===== src/rtl/fft_pkg.sv =====
// Shared FFT definitions: default widths and the bit-reversal helper used by
// the load path, the butterfly and the twiddle blocks.
package fft_pkg;

    localparam int unsigned FFT_DATA_WIDTH     = 16;
    localparam int unsigned FFT_ADDR_WIDTH     = 5;
    localparam int unsigned FFT_MAX_ADDR_WIDTH = 16;

    // Reverse the low 'width' bits of 'a'; bits above 'width' come back as 0.
    function automatic logic [FFT_MAX_ADDR_WIDTH-1:0] bitrev(
        input logic [FFT_MAX_ADDR_WIDTH-1:0] a,
        input int unsigned                   width
    );
        logic [FFT_MAX_ADDR_WIDTH-1:0] r;
        logic [3:0]                    idx;
        r = '0;
        for (int unsigned i = 0; i < FFT_MAX_ADDR_WIDTH; i++) begin
            if (i < width) begin
                idx  = 4'(width - 1 - i);
                r[i] = a[idx];
            end
        end
        return r;
    endfunction

endpackage


===== src/rtl/fft_bank_ram.sv =====
// One N x DATA_WIDTH bank: true dual-port, synchronous write, registered
// one-cycle read returning old data on read-during-write, port A wins when
// both ports write the same address. The array itself is never reset.
module fft_bank_ram
    import fft_pkg::*;
#(
    parameter int unsigned DATA_WIDTH = FFT_DATA_WIDTH,
    parameter int unsigned ADDR_WIDTH = FFT_ADDR_WIDTH
) (
    input  logic                  clk,
    input  logic                  rst_n,
    input  logic                  en_a,
    input  logic                  we_a,
    input  logic [ADDR_WIDTH-1:0] addr_a,
    input  logic [DATA_WIDTH-1:0] din_a,
    output logic [DATA_WIDTH-1:0] dout_a,
    input  logic                  en_b,
    input  logic                  we_b,
    input  logic [ADDR_WIDTH-1:0] addr_b,
    input  logic [DATA_WIDTH-1:0] din_b,
    output logic [DATA_WIDTH-1:0] dout_b
);

    localparam int unsigned DEPTH = 2 ** ADDR_WIDTH;

    logic [DATA_WIDTH-1:0] mem [DEPTH];

    // Array writes; port A is applied last so it wins a same-address collision.
    always_ff @(posedge clk) begin
        if (en_b && we_b) begin
            mem[addr_b] <= din_b;
        end
        if (en_a && we_a) begin
            mem[addr_a] <= din_a;
        end
    end

    // Registered reads sample the pre-write contents; outputs hold otherwise.
    always_ff @(posedge clk or negedge rst_n) begin
        if (!rst_n) begin
            dout_a <= '0;
            dout_b <= '0;
        end else begin
            if (en_a && !we_a) begin
                dout_a <= mem[addr_a];
            end
            if (en_b && !we_b) begin
                dout_b <= mem[addr_b];
            end
        end
    end

endmodule


===== src/rtl/fft_pingpong_ram.sv =====
// Ping-pong sample memory: one bank streams in a frame while the other is
// processed in place by the compute side; a swap handshake exchanges them.
module fft_pingpong_ram
    import fft_pkg::*;
#(
    parameter int unsigned DATA_WIDTH  = FFT_DATA_WIDTH,
    parameter int unsigned ADDR_WIDTH  = FFT_ADDR_WIDTH,
    parameter bit          BIT_REVERSE = 1'b1
) (
    input  logic                  clk,
    input  logic                  rst_n,
    input  logic                  ld_valid,
    input  logic [DATA_WIDTH-1:0] ld_data,
    output logic                  ld_ready,
    input  logic                  cp_we_a,
    input  logic                  cp_we_b,
    input  logic                  cp_en_a,
    input  logic                  cp_en_b,
    input  logic [ADDR_WIDTH-1:0] cp_addr_a,
    input  logic [ADDR_WIDTH-1:0] cp_addr_b,
    input  logic [DATA_WIDTH-1:0] cp_din_a,
    input  logic [DATA_WIDTH-1:0] cp_din_b,
    output logic [DATA_WIDTH-1:0] cp_dout_a,
    output logic [DATA_WIDTH-1:0] cp_dout_b,
    output logic                  cp_dvalid_a,
    output logic                  cp_dvalid_b,
    output logic                  cp_start,
    output logic                  cp_busy,
    input  logic                  cp_done,
    output logic                  ld_bank
);

    localparam logic [ADDR_WIDTH-1:0] LAST_ADDR = {ADDR_WIDTH{1'b1}};

    logic [ADDR_WIDTH-1:0] ld_cnt;
    logic                  ld_full;
    logic                  ld_accept;
    logic                  swap;
    logic [ADDR_WIDTH-1:0] ld_addr;
    logic [FFT_MAX_ADDR_WIDTH-1:0] ld_cnt_ext;
    logic [FFT_MAX_ADDR_WIDTH-1:0] ld_cnt_rev;

    // Bank of the most recent read per port, so dout holds across a swap.
    logic rd_sel_a;
    logic rd_sel_b;

    logic                  bk_en_a   [2];
    logic                  bk_we_a   [2];
    logic [ADDR_WIDTH-1:0] bk_addr_a [2];
    logic [DATA_WIDTH-1:0] bk_din_a  [2];
    logic [DATA_WIDTH-1:0] bk_dout_a [2];
    logic                  bk_en_b   [2];
    logic                  bk_we_b   [2];
    logic [ADDR_WIDTH-1:0] bk_addr_b [2];
    logic [DATA_WIDTH-1:0] bk_din_b  [2];
    logic [DATA_WIDTH-1:0] bk_dout_b [2];

    assign ld_ready   = !ld_full;
    assign ld_accept  = ld_valid && !ld_full;
    // Swap uses registered cp_busy, so it can never share an edge with cp_done.
    assign swap       = ld_full && !cp_busy;
    assign ld_cnt_ext = FFT_MAX_ADDR_WIDTH'(ld_cnt);
    assign ld_cnt_rev = bitrev(ld_cnt_ext, ADDR_WIDTH);
    assign ld_addr    = BIT_REVERSE ? ld_cnt_rev[ADDR_WIDTH-1:0] : ld_cnt;

    // Frame fill count, swap handshake and compute-side status.
    always_ff @(posedge clk or negedge rst_n) begin
        if (!rst_n) begin
            ld_cnt   <= '0;
            ld_full  <= 1'b0;
            ld_bank  <= 1'b0;
            cp_busy  <= 1'b0;
            cp_start <= 1'b0;
        end else begin
            cp_start <= swap;
            if (ld_accept) begin
                ld_cnt <= ld_cnt + 1'b1;
            end
            if (swap) begin
                ld_full <= 1'b0;
                ld_bank <= !ld_bank;
                cp_busy <= 1'b1;
            end else begin
                if (ld_accept && (ld_cnt == LAST_ADDR)) begin
                    ld_full <= 1'b1;
                end
                if (cp_done && cp_busy) begin
                    cp_busy <= 1'b0;
                end
            end
        end
    end

    // Read-valid flags and read-bank tracking; accesses are dropped while idle.
    always_ff @(posedge clk or negedge rst_n) begin
        if (!rst_n) begin
            cp_dvalid_a <= 1'b0;
            cp_dvalid_b <= 1'b0;
            rd_sel_a    <= 1'b0;
            rd_sel_b    <= 1'b0;
        end else begin
            cp_dvalid_a <= cp_busy && cp_en_a && !cp_we_a;
            cp_dvalid_b <= cp_busy && cp_en_b && !cp_we_b;
            if (cp_busy && cp_en_a && !cp_we_a) begin
                rd_sel_a <= !ld_bank;
            end
            if (cp_busy && cp_en_b && !cp_we_b) begin
                rd_sel_b <= !ld_bank;
            end
        end
    end

    // Route the load path to the load bank's port A and compute ports to the other bank.
    always_comb begin
        for (int b = 0; b < 2; b++) begin
            if (1'(b) == ld_bank) begin
                bk_en_a[b]   = ld_accept;
                bk_we_a[b]   = 1'b1;
                bk_addr_a[b] = ld_addr;
                bk_din_a[b]  = ld_data;
                bk_en_b[b]   = 1'b0;
                bk_we_b[b]   = 1'b0;
                bk_addr_b[b] = '0;
                bk_din_b[b]  = '0;
            end else begin
                bk_en_a[b]   = cp_busy && cp_en_a;
                bk_we_a[b]   = cp_we_a;
                bk_addr_a[b] = cp_addr_a;
                bk_din_a[b]  = cp_din_a;
                bk_en_b[b]   = cp_busy && cp_en_b;
                bk_we_b[b]   = cp_we_b;
                bk_addr_b[b] = cp_addr_b;
                bk_din_b[b]  = cp_din_b;
            end
        end
    end

    assign cp_dout_a = bk_dout_a[rd_sel_a];
    assign cp_dout_b = bk_dout_b[rd_sel_b];

    for (genvar g = 0; g < 2; g++) begin : g_bank
        fft_bank_ram #(
            .DATA_WIDTH (DATA_WIDTH),
            .ADDR_WIDTH (ADDR_WIDTH)
        ) u_bank (
            .clk    (clk),
            .rst_n  (rst_n),
            .en_a   (bk_en_a[g]),
            .we_a   (bk_we_a[g]),
            .addr_a (bk_addr_a[g]),
            .din_a  (bk_din_a[g]),
            .dout_a (bk_dout_a[g]),
            .en_b   (bk_en_b[g]),
            .we_b   (bk_we_b[g]),
            .addr_b (bk_addr_b[g]),
            .din_b  (bk_din_b[g]),
            .dout_b (bk_dout_b[g])
        );
    end

endmodule


===== config.mk =====
export PLATFORM = sky130hd
export DESIGN_NAME = fft_pingpong_ram
export DESIGN_NICKNAME = d
export VERILOG_FILES = /design/src/rtl/fft_pkg.sv /design/src/rtl/fft_bank_ram.sv /design/src/rtl/fft_pingpong_ram.sv
export SDC_FILE = /design/constraint.sdc
export NUM_CORES = 2
export LEC_CHECK = 0
export CAP_MARGIN = 25
export CORE_MARGIN = 8
export CORE_UTILIZATION = 50
export CTS_BUF_LIST = sky130_fd_sc_hd__clkbuf_16
export CTS_CLUSTER_DIAMETER = 40
export DETAILED_ROUTE_END_ITERATION = 16
export PLACE_DENSITY = 0.72
export SETUP_SLACK_MARGIN = 0.05
export SKIP_CTS_REPAIR_TIMING = 1
export SYNTH_ARGS = -nofsm -noshare
export SYNTH_HDL_FRONTEND = slang
export SYNTH_SLANG_ARGS = --single-unit

===== constraint.sdc =====
create_clock -name clk -period 7.05 [get_ports clk]
set_clock_uncertainty 0.2 [all_clocks]
set_input_delay 1.41 -clock clk [delete_from_list [all_inputs] [get_ports clk]]
set_output_delay 1.41 -clock clk [all_outputs]
set_load 0.02 [all_outputs]

==> impl_metrics.toml <==
[setup_path]
crit_path_end_kind = "register"
r2r_cells = 8
crit_path_start_kind = "input port"
crit_fanout = 87
slowest_stage = "clkdlybuf4s50_1"
cp.arrival_ns = 5.47
timing.reg2reg.setup_slack_ns = 2.49
reg2reg_to = "g_bank[1].u_bank.dout_a[13]"
path_class = "in -> reg"
crit-reg2reg-launch = "ld_bank"
critPathMaxStageDelay_ns = 0.94
cp.required_ns = 7.50
path_cells = "clkdlybuf4s50_1 > mux2_8 > buf_4 > mux2i_1 > o21ai_1 > a311o_1 > a2111oi_0 > a21oi_1"

[job]
maxCapViolCount = 0

[outcome]
status = "completed"

[grt]
grt_first_pass_wirelength_um = 368000
grt_usage_pct = 36.2
grt_max_degree = 90
antenna_found_initial = 16
gr-total-overflow = 0
first_global_vias = 48500

[logic_synthesis]
synth_cell_types = 83
yosys_warnings = 0
yosysSeqAreaShare_pct = 51.0
netlist_area_um2 = 64100
ys_top_cells_by_area = "edfxtp_1, mux2i_1, mux4_2, dfrtp_1, mux2_2"
synth_edf_count = 1024
yosysTopAreaCell = "edfxtp_1"
synth_nets = 4943
synthFlopType = "edfxtp_1"
ys_seq_elements = 1101
yosysTopAreaCellShare_pct = 48.0
avgSynthCellArea_um2 = 13.1
synthArstFlopShare_pct = 6.99
netlist_instances = 4875

[sta]
maxSlewHeadroom_pct = 22.9
setup-tns-final_ns = 0
final.period_utilization_pct = 71.2
setup_violations = 0
fin_crit_ns = 5.02
maxSlewViolCount = 0
rsz0062_at_grt = "no"
worst_pin_slew_ns = 1.15
final_hold_viol_count = 0
fmax_mhz = 199

[routing]
vias_per_cell = 7.71
drt_wl_total_um = 265000
drc = 0
wl_per_cell_um = 40.1
drt_pass1_iterations = 9
num_vias = 51000
drtIter0Drc = 10700
ant_nets = 0

[hold_path]
hp-start = "g_bank[0].u_bank.dout_b[4]"
min_path_type = "reg -> reg"
hold_end = "g_bank[0].u_bank.dout_b[4]"
hold_path_depth = 2

[floorplan]
ioPinCount = 104
design.core.area_um2 = 127000
fp.dieW_um = 374
initial_core_util_pct = 50.3
die_h_um = 374
dieArea_um2 = 140000
std_cell_rows = 131

[clock_tree]
clock_path_buffers = 3
cts_tree = "done"
path_clk_slew_ns = 0.06
clk_latency_ns = 0.82
cts_root_buf = "clkbuf_16"
cts_buffers = 157
clock_sinks = 1101
h-tree-depth = 4

[power]
internal_power_uw = 15700
switchingPower_uw = 9830
p_leak_uw = 0.0312
pwr-share-clk_pct = 31.8
sw_frac_of_total_pct = 38.4
seqPwrFrac_pct = 32.8
powerDensity_nw_per_um2 = 351
combPwrFrac_pct = 35.5
vdd_drop_max_v = 0.000400

[finish]
fin_nets = 4877
n_fill_cell = 10000
area_growth_pct = 13.6
final_cell_area_um2 = 72800
drive_above_1_share_pct = 22.4

[placed_design]
portBuffers = 103
dpl_cell_area_um2 = 67300
hpwl_um = 170000
gp_congestion = 1.05
[layer usage]
| layer | vias up | GRT usage [%] | wire length [um] |
|---|---|---|---|
| met2 | 5286 | 50.4 | 106000 |
| met4 | 14 | 19.1 | 18800 |
| met3 | 1268 | 16.0 | 47600 |
| li1 | 19300 | - | - |
| met5 | - | 0 | 208 |
| met1 | 25200 | 47.4 | 91900 |
[Yosys cell counts, drive strengths merged, types with 11 or more instances]
cell type / number
nand2: 331
a221oi: 58
buf: 299
inv: 15
mux2i: 1229
o21ai: 169
edfxtp: 1024
nand3: 35
a2111oi: 11
nor3: 40
a221o: 47
nor4: 26
a22oi: 199
nor2: 102
o32ai: 16
nand2b: 20
a211oi: 19
o21a: 14
mux2: 175
a22o: 24
or2: 13
clkbuf: 255
a222oi: 12
dfrtp: 77
o221ai: 13
o22ai: 65
mux4: 211
a31oi: 44
a21oi: 180
[cells by family after synthesis]
group	share of synthesized area, %
multiplexers	29.7
flip-flops	51.0
AO/OA/AOI/OAI	10.3
AND/OR/NAND/NOR	4.69
buffers and inverters	4.18
XOR/XNOR	0.0547
adder cells (fa/ha/maj)	0.0390
[how the worst max path moves through the flow]
stage	to	slack (ns)	start	cells past startpoint
2_1_floorplan	g_bank[0].u_bank.mem[27][0]	2.51	cp_addr_b[0]	7
3_3_place_gp	g_bank[1].u_bank.dout_a[13]	1.42	cp_addr_a[1]	8
3_5_place_dp	g_bank[1].u_bank.dout_a[13]	1.43	cp_addr_a[1]	8
4_1_cts	g_bank[1].u_bank.dout_a[13]	2.25	cp_addr_a[1]	8
5_1_grt	g_bank[1].u_bank.dout_a[13]	2.02	cp_addr_a[1]	8
6_report	g_bank[1].u_bank.dout_a[13]	2.03	cp_addr_a[1]	8
[registers in the layout, summed over array words and instances, names as in the netlist, 5 cells and up]
| signal | count |
|---|---|
| g_bank.u_bank.dout_b | 32 |
| g_bank.u_bank.mem | 1024 |
| g_bank.u_bank.dout_a | 32 |
| ld_cnt | 5 |
[power groups by stage]
stage | Sequential, uW | Combinational (uW) | Clock, uW
floorplan | 8160 | 5280 | 0
global placement | 8460 | 8390 | 0
detailed placement | 8470 | 8510 | 0
CTS | 8340 | 8560 | 8070
global route | 8380 | 9110 | 8330
finish | 8380 | 9070 | 8120
[layout by cell type (no fill, tap or decap), types with 26 or more instances in the layout]
cell,n
mux4_2,211
mux2_2,170
o22ai_1,55
mux2i_1,1193
clkinv_2,26
o21ai_0,97
a21oi_1,180
a221oi_1,57
a31oi_1,44
o21ai_2,63
nand2_2,65
clkbuf_16,163
edfxtp_1,1024
buf_4,188
nor2_1,95
mux2i_4,35
nor4_1,26
nand2_1,260
dfrtp_1,76
a221o_1,47
a22oi_1,199
inv_1,26
nor3_1,39
nand3_1,34
clkdlybuf4s50_1,97
[worst max-delay path, delay by kind of cell]
kind,cells,cell delay (ns)
buf+inv,2,1.39
mux,2,1.14
compound gates,4,1.40
[metrics by stage]
stage | std cells | utilization [%] | hold slack [ns] | total power, uW | setup WS (ns)
after detailed placement | 6298 | 52.8 | 0.338 | 17000 | 1.43
after global placement | 6275 | 52.6 | 0.335 | 16800 | 1.42
after CTS | 6589 | 57.0 | 0.354 | 25000 | 2.25
after floorplan | 4875 | - | 0.244 | 13400 | 2.51
final | 6613 | 57.2 | 0.353 | 25600 | 2.03
after global routing | 6605 | 57.2 | 0.379 | 25800 | 2.02
[final cells by class]
cell class                      instances  area (um2)  share of cell area [%]
Antenna cell                           10        25.0                  0.0344
Clock buffer                          163        4080                    5.60
Clock inverter                        128        1250                    1.72
Inverter                               15        56.3                  0.0773
Multi-Input combinational cell       3205       29600                    40.7
Sequential cell                      1101       32700                    44.9
Tap cell                             1662        2080                    2.86
Timing Repair Buffer                  329        3040                    4.18
No activity file was read; power rests on OpenSTA's default activity.
